File: src/rtl/therm_pkg.sv
// -----------------------------------------------------------------------------
// therm_pkg
// Shared definitions for the thermometer sampling controller.
//   state_e  : controller FSM states
//   THERM_W  : width of the comparator thermometer code
//   BIN_W    : width of the binary code derived from it
// -----------------------------------------------------------------------------
package therm_pkg;

    localparam int THERM_W = 7;
    localparam int BIN_W   = 3;

    typedef enum logic [1:0] {
        ST_IDLE   = 2'd0,
        ST_WAIT   = 2'd1,
        ST_SAMPLE = 2'd2,
        ST_DONE   = 2'd3
    } state_e;

endpackage : therm_pkg

File: src/rtl/therm_count.sv
// -----------------------------------------------------------------------------
// therm_count
// Combinational thermometer-to-binary converter with bubble detection.
//   i_therm  : thermometer code, bit 0 lowest
//   o_count  : highest index k (1..7) with i_therm[k-1]=1, else 0
//   o_bubble : a 0 bit exists below the highest 1 bit
// -----------------------------------------------------------------------------
module therm_count
    import therm_pkg::*;
(
    input  logic [THERM_W-1:0] i_therm,
    output logic [BIN_W-1:0]   o_count,
    output logic               o_bubble
);

    logic [THERM_W-1:0] w_mask;

    // Highest set bit wins, so a bubbled code still reports its top level.
    always_comb begin
        o_count = '0;
        for (int k = 0; k < THERM_W; k++) begin
            if (i_therm[k]) begin
                o_count = BIN_W'(k + 1);
            end
        end
    end

    // Ideal code for the detected level; any difference is a bubble.
    always_comb begin
        w_mask = '0;
        for (int k = 0; k < THERM_W; k++) begin
            if (BIN_W'(k) < o_count) begin
                w_mask[k] = 1'b1;
            end
        end
        o_bubble = (i_therm != w_mask);
    end

endmodule : therm_count

File: src/rtl/therm_sample_ctrl.sv
// -----------------------------------------------------------------------------
// therm_sample_ctrl
// Strobes a thermometer encoder 2^AVG_LOG2 times with a programmable gap,
// averages the converted samples and hands the rounded result to a consumer.
//   clk_i, rst_ni   : clock, asynchronous active-low reset
//   start_i, stop_i : begin acquisition (IDLE only) / abort from any state
//   cont_i          : re-arm automatically after each accepted result
//   period_i        : idle cycles between strobes, latched at start
//   thermometer_i   : comparator thermometer code
//   ready_i         : consumer accepts code_o while valid_o is high
//   clr_err_i       : clears bubble_o
//   sample_en_o     : one-cycle strobe to the encoder
//   code_o, valid_o : averaged result and its qualifier
//   busy_o          : FSM not idle
//   bubble_o        : sticky bubbled-sample flag
// -----------------------------------------------------------------------------
module therm_sample_ctrl
    import therm_pkg::*;
#(
    parameter int AVG_LOG2 = 2,
    parameter int PER_W    = 8
) (
    input  logic               clk_i,
    input  logic               rst_ni,
    input  logic               start_i,
    input  logic               stop_i,
    input  logic               cont_i,
    input  logic [PER_W-1:0]   period_i,
    input  logic [THERM_W-1:0] thermometer_i,
    input  logic               ready_i,
    input  logic               clr_err_i,
    output logic               sample_en_o,
    output logic [BIN_W-1:0]   code_o,
    output logic               valid_o,
    output logic               busy_o,
    output logic               bubble_o
);

    localparam int ACC_W = BIN_W + AVG_LOG2;
    localparam int N_W   = AVG_LOG2 + 1;

    localparam logic [N_W-1:0] NSAMP   = N_W'(2 ** AVG_LOG2);
    localparam logic [ACC_W:0] HALF    = (ACC_W + 1)'((2 ** AVG_LOG2) / 2);
    localparam logic [ACC_W:0] MAXCODE = (ACC_W + 1)'((2 ** BIN_W) - 1);

    state_e             r_state;
    logic [PER_W-1:0]   r_per;
    logic [PER_W-1:0]   r_wait;
    logic [N_W-1:0]     r_nsamp;
    logic [ACC_W-1:0]   r_acc;
    logic [BIN_W-1:0]   r_code;
    logic               r_bubble;

    logic [BIN_W-1:0]   w_count;
    logic               w_bubble;
    logic [ACC_W-1:0]   w_acc_sum;

    // Round-half-up average, clamped to the code range. HALF is 0 when
    // AVG_LOG2 is 0, which makes this a plain pass-through of the sum.
    function automatic logic [BIN_W-1:0] round_sat(input logic [ACC_W-1:0] sum);
        logic [ACC_W:0] v;
        v = {1'b0, sum} + HALF;
        v = v >> AVG_LOG2;
        if (v > MAXCODE) begin
            return BIN_W'(MAXCODE);
        end
        return v[BIN_W-1:0];
    endfunction

    therm_count u_count (
        .i_therm  (thermometer_i),
        .o_count  (w_count),
        .o_bubble (w_bubble)
    );

    assign w_acc_sum = r_acc + ACC_W'(w_count);

    always_ff @(posedge clk_i or negedge rst_ni) begin
        if (!rst_ni) begin
            r_state <= ST_IDLE;
            r_per   <= '0;
            r_wait  <= '0;
            r_nsamp <= '0;
            r_acc   <= '0;
            r_code  <= '0;
        end else if (stop_i) begin
            // Abort: partial sum is discarded, last result stays visible.
            r_state <= ST_IDLE;
            r_wait  <= '0;
            r_nsamp <= '0;
            r_acc   <= '0;
        end else begin
            case (r_state)
                ST_IDLE: begin
                    if (start_i) begin
                        r_per   <= period_i;
                        r_acc   <= '0;
                        r_nsamp <= NSAMP;
                        if (period_i == '0) begin
                            r_state <= ST_SAMPLE;
                        end else begin
                            r_state <= ST_WAIT;
                            r_wait  <= period_i - PER_W'(1);
                        end
                    end
                end
                // Loaded with per-1 and leaves after reaching 0: per cycles.
                ST_WAIT: begin
                    if (r_wait == '0) begin
                        r_state <= ST_SAMPLE;
                    end else begin
                        r_wait <= r_wait - PER_W'(1);
                    end
                end
                ST_SAMPLE: begin
                    r_acc   <= w_acc_sum;
                    r_nsamp <= r_nsamp - N_W'(1);
                    if (r_nsamp == N_W'(1)) begin
                        r_state <= ST_DONE;
                        r_code  <= round_sat(w_acc_sum);
                    end else if (r_per == '0) begin
                        r_state <= ST_SAMPLE;
                    end else begin
                        r_state <= ST_WAIT;
                        r_wait  <= r_per - PER_W'(1);
                    end
                end
                ST_DONE: begin
                    if (ready_i) begin
                        if (cont_i) begin
                            r_acc   <= '0;
                            r_nsamp <= NSAMP;
                            if (r_per == '0) begin
                                r_state <= ST_SAMPLE;
                            end else begin
                                r_state <= ST_WAIT;
                                r_wait  <= r_per - PER_W'(1);
                            end
                        end else begin
                            r_state <= ST_IDLE;
                        end
                    end
                end
                default: r_state <= ST_IDLE;
            endcase
        end
    end

    // Sticky error flag; a new bubble outranks a simultaneous clear.
    always_ff @(posedge clk_i or negedge rst_ni) begin
        if (!rst_ni) begin
            r_bubble <= 1'b0;
        end else if ((r_state == ST_SAMPLE) && w_bubble) begin
            r_bubble <= 1'b1;
        end else if (clr_err_i) begin
            r_bubble <= 1'b0;
        end
    end

    assign sample_en_o = (r_state == ST_SAMPLE);
    assign valid_o     = (r_state == ST_DONE);
    assign busy_o      = (r_state != ST_IDLE);
    assign code_o      = r_code;
    assign bubble_o    = r_bubble;

endmodule : therm_sample_ctrl

File: config.mk
export PLATFORM = sky130hd
export DESIGN_NAME = therm_sample_ctrl
export DESIGN_NICKNAME = d
export VERILOG_FILES = /design/src/rtl/therm_pkg.sv /design/src/rtl/therm_count.sv /design/src/rtl/therm_sample_ctrl.sv
export SDC_FILE = /design/constraint.sdc
export NUM_CORES = 1
export LEC_CHECK = 0
export CAP_MARGIN = 20
export CORE_MARGIN = 10
export CORE_UTILIZATION = 45
export DETAILED_ROUTE_END_ITERATION = 8
export PLACE_DENSITY = 0.68
export RECOVER_POWER = 25
export SLEW_MARGIN = 25
export SYNTH_ARGS = -nofsm -noshare
export SYNTH_HDL_FRONTEND = slang
export SYNTH_SLANG_ARGS = --single-unit
export TNS_END_PERCENT = 50
File: constraint.sdc
create_clock -name clk_i -period 4.56 [get_ports clk_i]
set_input_delay 0.456 -clock clk_i [delete_from_list [all_inputs] [get_ports clk_i]]
set_output_delay 0.456 -clock clk_i [all_outputs]
set_load 0.02 [all_outputs]
==> Word level (Yosys, flattened, before mapping) <==
Cells that the tools add are included.
W data, S select, Z words.
{ "totals": {"regBits": 30, "inputBits": 22, "output_inout_bits": 7, "wordCells": 97} }
{ "classes": {"add_sub_neg": 6, "magnitude_cmp": 8, "n_eq_ne": 12, "n_mux": 50, "bitwise": 1, "n_reduce_logical": 13} }
{ "op_table": {"columns": ["operator", "count"], "rows": [
  ["$mux W8", 8],
  ["$pmux W8 S4", 1],
  ["$mux W3", 10],
  ["$logic_not A8 Y1", 3],
  ["$sub A8 B1 Y8 const B", 3],
  ["$ne A3 B3 Y1 const B", 7],
  ["$mux W2", 10],
  ["$mux W5", 4],
  ["$pmux W5 S3", 1],
  ["$mux W1", 14],
  ["$lt A3 B3 Y1 const A", 3],
  ["$pmux W3 S3", 1],
  ["$reduce_and A3 Y1", 3],
  ["$pmux W2 S4", 1],
  ["$ne A7 B7 Y1", 1],
  ["$add A5 B2 Y6 const B", 1],
  ["$lt A1 B3 Y1 const A", 2],
  ["$lt A2 B3 Y1 const A", 2],
  ["$reduce_and A6 Y1", 1],
  ["$add A5 B3 Y5", 1],
  ["$eq A2 B2 Y1 const B", 2],
  ["$gt A4 B3 Y1 const B", 1],
  ["$reduce_and A4 Y1", 1],
  ["$reduce_bool A2 Y1", 2],
  ["other kinds (7)", 7]
]} }

==> Logic depth before layout (Yosys ltp) <==
{ "logic_depth": {"word_depth": 15, "ltp_mapped": 14, "depth_no_buf": 14} }

==> Hierarchy <==
A second synthesis with hierarchy kept.
{ "unflattened": {"cells_unflattened": 211, "area_unflattened_um2": 2037.0} }
{ "modules_own_cells": {"columns": ["mod", "instances", "cells_per_inst", "area_per_inst_um2", "seq_area_each_um2"], "rows": [
  ["therm_sample_ctrl", 1, 196, 1953.1, 750.7],
  ["therm_count", 1, 15, 83.8, 0.0]
]} }

==> Least setup slack after synthesis <==
No wires, ideal clock.
{ "synth_timing": {"kind": "reg2reg", "start": "register r_state[0]", "end": "register r_wait[5]", "setup_time_ps": 69, "arrival_time_ps": 2254, "slack_ps": 2237, "path_stages_with_launch": 9, "n_path_buf": 1, "period_less_slack_ps": 2323, "path_cell_list": "dfrtp_1 inv_1 ha_1 buf_2 nor2_4 mux2i_2 nand3_2 or4_1 nand3_1"} }
{ "synth_between": {"elab_chain_cells": 3, "elab_cells_between_ends": 13, "classes_between": "eq/ne: 9; mux: 2; reduce/logical: 2"} }
{ "synth_lines": {"columns": ["element", "line_no", "source"], "rows": [
  ["from (decl)", "therm_sample_ctrl.sv:46", "state_e r_state;"],
  ["from (signal assigned)", "therm_sample_ctrl.sv:80", "r_state <= ST_IDLE;"],
  ["from (signal assigned)", "therm_sample_ctrl.sv:88", "r_state <= ST_IDLE;"],
  ["from (signal assigned)", "therm_sample_ctrl.sv:100", "r_state <= ST_SAMPLE;"],
  ["$eq A2 B2 Y1 (*)", null, null],
  ["net sample_en_o", "therm_sample_ctrl.sv:32", "output logic sample_en_o,"],
  ["$ne A3 B3 Y1 (no source line) / $pmux W8 S4 (equally long branches)", null, null],
  ["$reduce_and A6 Y1 (no source line) / $mux W8 (equally long branches)", null, null],
  ["to (signal assigned)", "therm_sample_ctrl.sv:103", "r_wait <= period_i - PER_W'(1);"],
  ["to (signal assigned)", "therm_sample_ctrl.sv:112", "r_wait <= r_wait - PER_W'(1);"],
  ["to (signal assigned)", "therm_sample_ctrl.sv:125", "r_wait <= r_per - PER_W'(1);"],
  ["to (decl)", "therm_sample_ctrl.sv:48", "logic [PER_W-1:0] r_wait;"]
]} }
The timed path passes the listed nets; every way through them passes the cells marked *.
A chain may end at the register's enable or synchronous reset.

==> Worst setup path in the final report <==
{ "layout_timing": {"start": "register r_state[1]", "end": "register r_wait[5]"} }
{ "layout_between": {"elab_chain_cells": 3, "elab_cells_between_ends": 13, "classes_between": "eq/ne: 9; mux: 2; reduce/logical: 2"} }
{ "layout_lines": {"columns": ["element", "line_no", "source"], "rows": [
  ["$eq A2 B1 Y1 (tied with other cells)", "therm_sample_ctrl.sv:93", "case (r_state)"],
  ["$ne A3 B3 Y1 (no source line) / $pmux W8 S4 (equally long branches)", null, null],
  ["$reduce_and A6 Y1 (no source line) / $mux W8 (equally long branches)", null, null]
]} }
Several ways; a longest one is shown, not always the timed one.

==> flow_summary.ini <==
[routing]
antenna_left = 0
route.detailed.drc = 0
drtIter0Drc = 119
vias_per_cell = 5.78
wire_per_inst_um = 16.2
wl_mm = 4.83
vias = 1728
dr.pass1.iters = 4

[power_and_ir_drop]
power.leakage_nw = 1.06
ir_worst_vdd_uv = 373
pwr_density_cell_nw_per_um2 = 602

[cells_and_area]
final_cell_count_no_fill = 299
n_antenna_cell = 0
final_common_cell = dfrtp_1
drive_above_1_share_pct = 13.0
fin_util_pct = 57.0
num-nets-final = 280
syn2layout_area_growth_pct = 21.2
final_cell_mix = dfrtp_1, clkdlybuf4s50_1, nand2_1

[sta]
skew_ns = 0.00202
fin_ws_ns = 1.89
rsz0062_at_grt = false
whs_ns = 0.496
tns_ns = 0
relSlewSlack_pct = -6.12
finalSetupViolations = 0
post-route-period-util_pct = 58.6
fmax_mhz = 374
finalMaxSlewViolations = 31
hold_viol_final = 0
period_minus_slack_ns = 2.67
worstMarginPinSlew_ns = 1.59

[setup_path]
worstRegToRegCells = 7
crit_path_end_kind = flop
start_kind = flop
crit_chain = inv_1 > ha_1 > mux2_2 > mux2i_2 > nand3_2 > or4_1 > nand3_1
path_class = reg -> reg
cpPeakStageDelay_ns = 0.58
slowest_stage = ha_1
crit_path_max_fanout = 12
reg2reg_from = r_state[1]$_DFFE_PN0P_
rr_endpoint = r_wait[5]$_DFFE_PN0P_
path_buf_inv = 1
worstPathRequired_ns = 4.77
crit_family = simple AND/OR/NAND/NOR gates
reg2reg_slack_ns = 1.89
cp_data_arrival_time_ns = 2.88
cp-startpoint = r_state[1]$_DFFE_PN0P_

[cts]
clockRootBuffer = clkbuf_8
post_cts_buffers = 0
cts_tree = yes
path_clk_slew_ns = 0.06
cts_resized = 0
clk_latency_ns = 0.28
cts_htree_levels = 2
ctsLongestPathBuffers = 2
ctsHoldBuffers = 0
clock_sinks = 30
numCtsBuffers = 5

[global_route]
grt_usage_pct = 13.2
overflow = 0
grt_max_degree = 31
antenna_found_initial = 0
grt_pass1_vias = 1719
grt_pass1_wl_mm = 8.29

[logic_synthesis]
ys_ff_latch = 30
syn_nets = 247
synth_cell_types = 57
synth.avg_cell_area_um2 = 9.75
synthArstFlopShare_pct = 100
synth_edf_count = 0
ys_warn_count = 0
synth_flop_cell = dfrtp_1
netlist_instances = 213
seq_area_frac_synth_pct = 36.2
syn-cell-area_um2 = 2080

[outcome]
violations = max-capacitance violations, max-slew violations
outcome = complete, but fails checks

[run]
maxCapViolations = 1

[worst_hold_path]
worstHoldStart = code_o[0]$_DFFE_PN0P_
hold_path_end = code_o[0]$_DFFE_PN0P_
worstHoldPathCells = 2
hold_path_class = reg -> reg

[die]
initial_utilization_pct = 47.0
fp.coreArea_um2 = 4410
std_cell_rows = 24
die_area_um2 = 7730
io_pins = 29
die_h_um = 87.9
die_w_um = 87.9

[placement]
place_ws_ns = 1.60
port_buffers = 28
gp_congestion = 0.835
dp_hpwl_mm = 3.80
place_inst = 291
worst max-delay path by stage:
stage / end / cells after the start
after CTS: code_o[2]$_DFFE_PN0P_ / 14
after floorplan: r_wait[5]$_DFFE_PN0P_ / 8
after detailed placement: code_o[2]$_DFFE_PN0P_ / 14
after global placement: code_o[2]$_DFFE_PN0P_ / 14
final: r_wait[5]$_DFFE_PN0P_ / 7
after global routing: code_o[2]$_DFFE_PN0P_ / 14
power by group:
group	leakage (nW)	internal (mW)	switching, mW	total [mW]
Sequential	0.389	0.365	0.0941	0.460
Combinational	0.609	0.378	0.429	0.807
Clock	0.0575	0.152	0.0957	0.248
area by class of cell:
| cell class | instances | area [um^2] |
|---|---|---|
| clock buffer | 8 | 110 |
| fill | 406 | 1900 |
| inverter | 16 | 60.1 |
| multi-input combinational | 164 | 1240 |
| sequential | 30 | 751 |
| tap | 52 | 65.1 |
| timing repair buffer | 29 | 284 |
sequential cells by signal (all words and copies together) (netlist names):
| name | flops |
|---|---|
| r_per | 8 |
| bubble_o | 1 |
| r_acc | 5 |
| r_wait | 8 |
| r_state | 2 |
| r_nsamp | 3 |
| code_o | 3 |
cells by family (layout without fill, tap and decap cells):
| group | count (synthesis) | count (layout) | synth area share, % |
|---|---|---|---|
| AO/OA/AOI/OAI | 49 | 49 | 16.0 |
| XOR/XNOR | 8 | 8 | 3.38 |
| adder cells (fa/ha/maj) | 12 | 12 | 7.59 |
| buffers and inverters | 19 | 53 | 3.86 |
| flip-flops | 30 | 30 | 36.2 |
| multiplexers | 22 | 22 | 13.6 |
| AND/OR/NAND/NOR | 73 | 73 | 19.5 |
worst reg2reg max path, delay by kind of cell, from the launching register on:
kind	cells	cell delay, ns
fa+ha+maj	1	0.58
buf+inv	1	0.09
simple gates	3	0.82
flops	1	0.41
mux	2	0.72
Yosys cell counts, types with 2 or more instances:
master    number  area (um^2)
nor4_2         2         25.0
a22o_1         3         26.3
nand4_1        3         18.8
o31ai_1        3         22.5
nor4_1         3         18.8
nor2_1        10         37.5
xnor2_1        6         52.6
nand4b_1       3         26.3
ha_1          11          138
o211ai_1       2         15.0
a31oi_1        4         25.0
nand3_1        5         25.0
dfrtp_1       30          751
mux2i_2        2         27.5
o21ai_1        9         45.0
nor3_1         4         20.0
mux2_2        10          113
inv_1         16         60.1
nand2_1       25         93.8
xor2_1         2         17.5
a21o_1         3         22.5
mux2i_1        4         40.0
nand2b_1       3         18.8
a21oi_1        8         40.0
mux2_4         3         45.0
or4_1          2         15.0
mux2i_4        2         45.0
o21ai_0        6         30.0
per-stage QoR:
step / power (mW) / cell area, um^2
floorplan: 1.06 / 2080
global placement: 1.26 / 2410
detailed placement: 1.27 / 2410
CTS: 1.53 / 2520
global route: 1.64 / 2510
finish: 1.51 / 2510
routing by layer:
metal  track usage [%]  vias to the layer above  share of wire, %
li1                  -                      852                 -
met1              18.4                      831                48
met2              19.9                       41                45
met3              3.16                        4               6.0
met4              3.48                        0              0.81
met5                 0                        -                 0
Power figures use the tool's default switching activity.
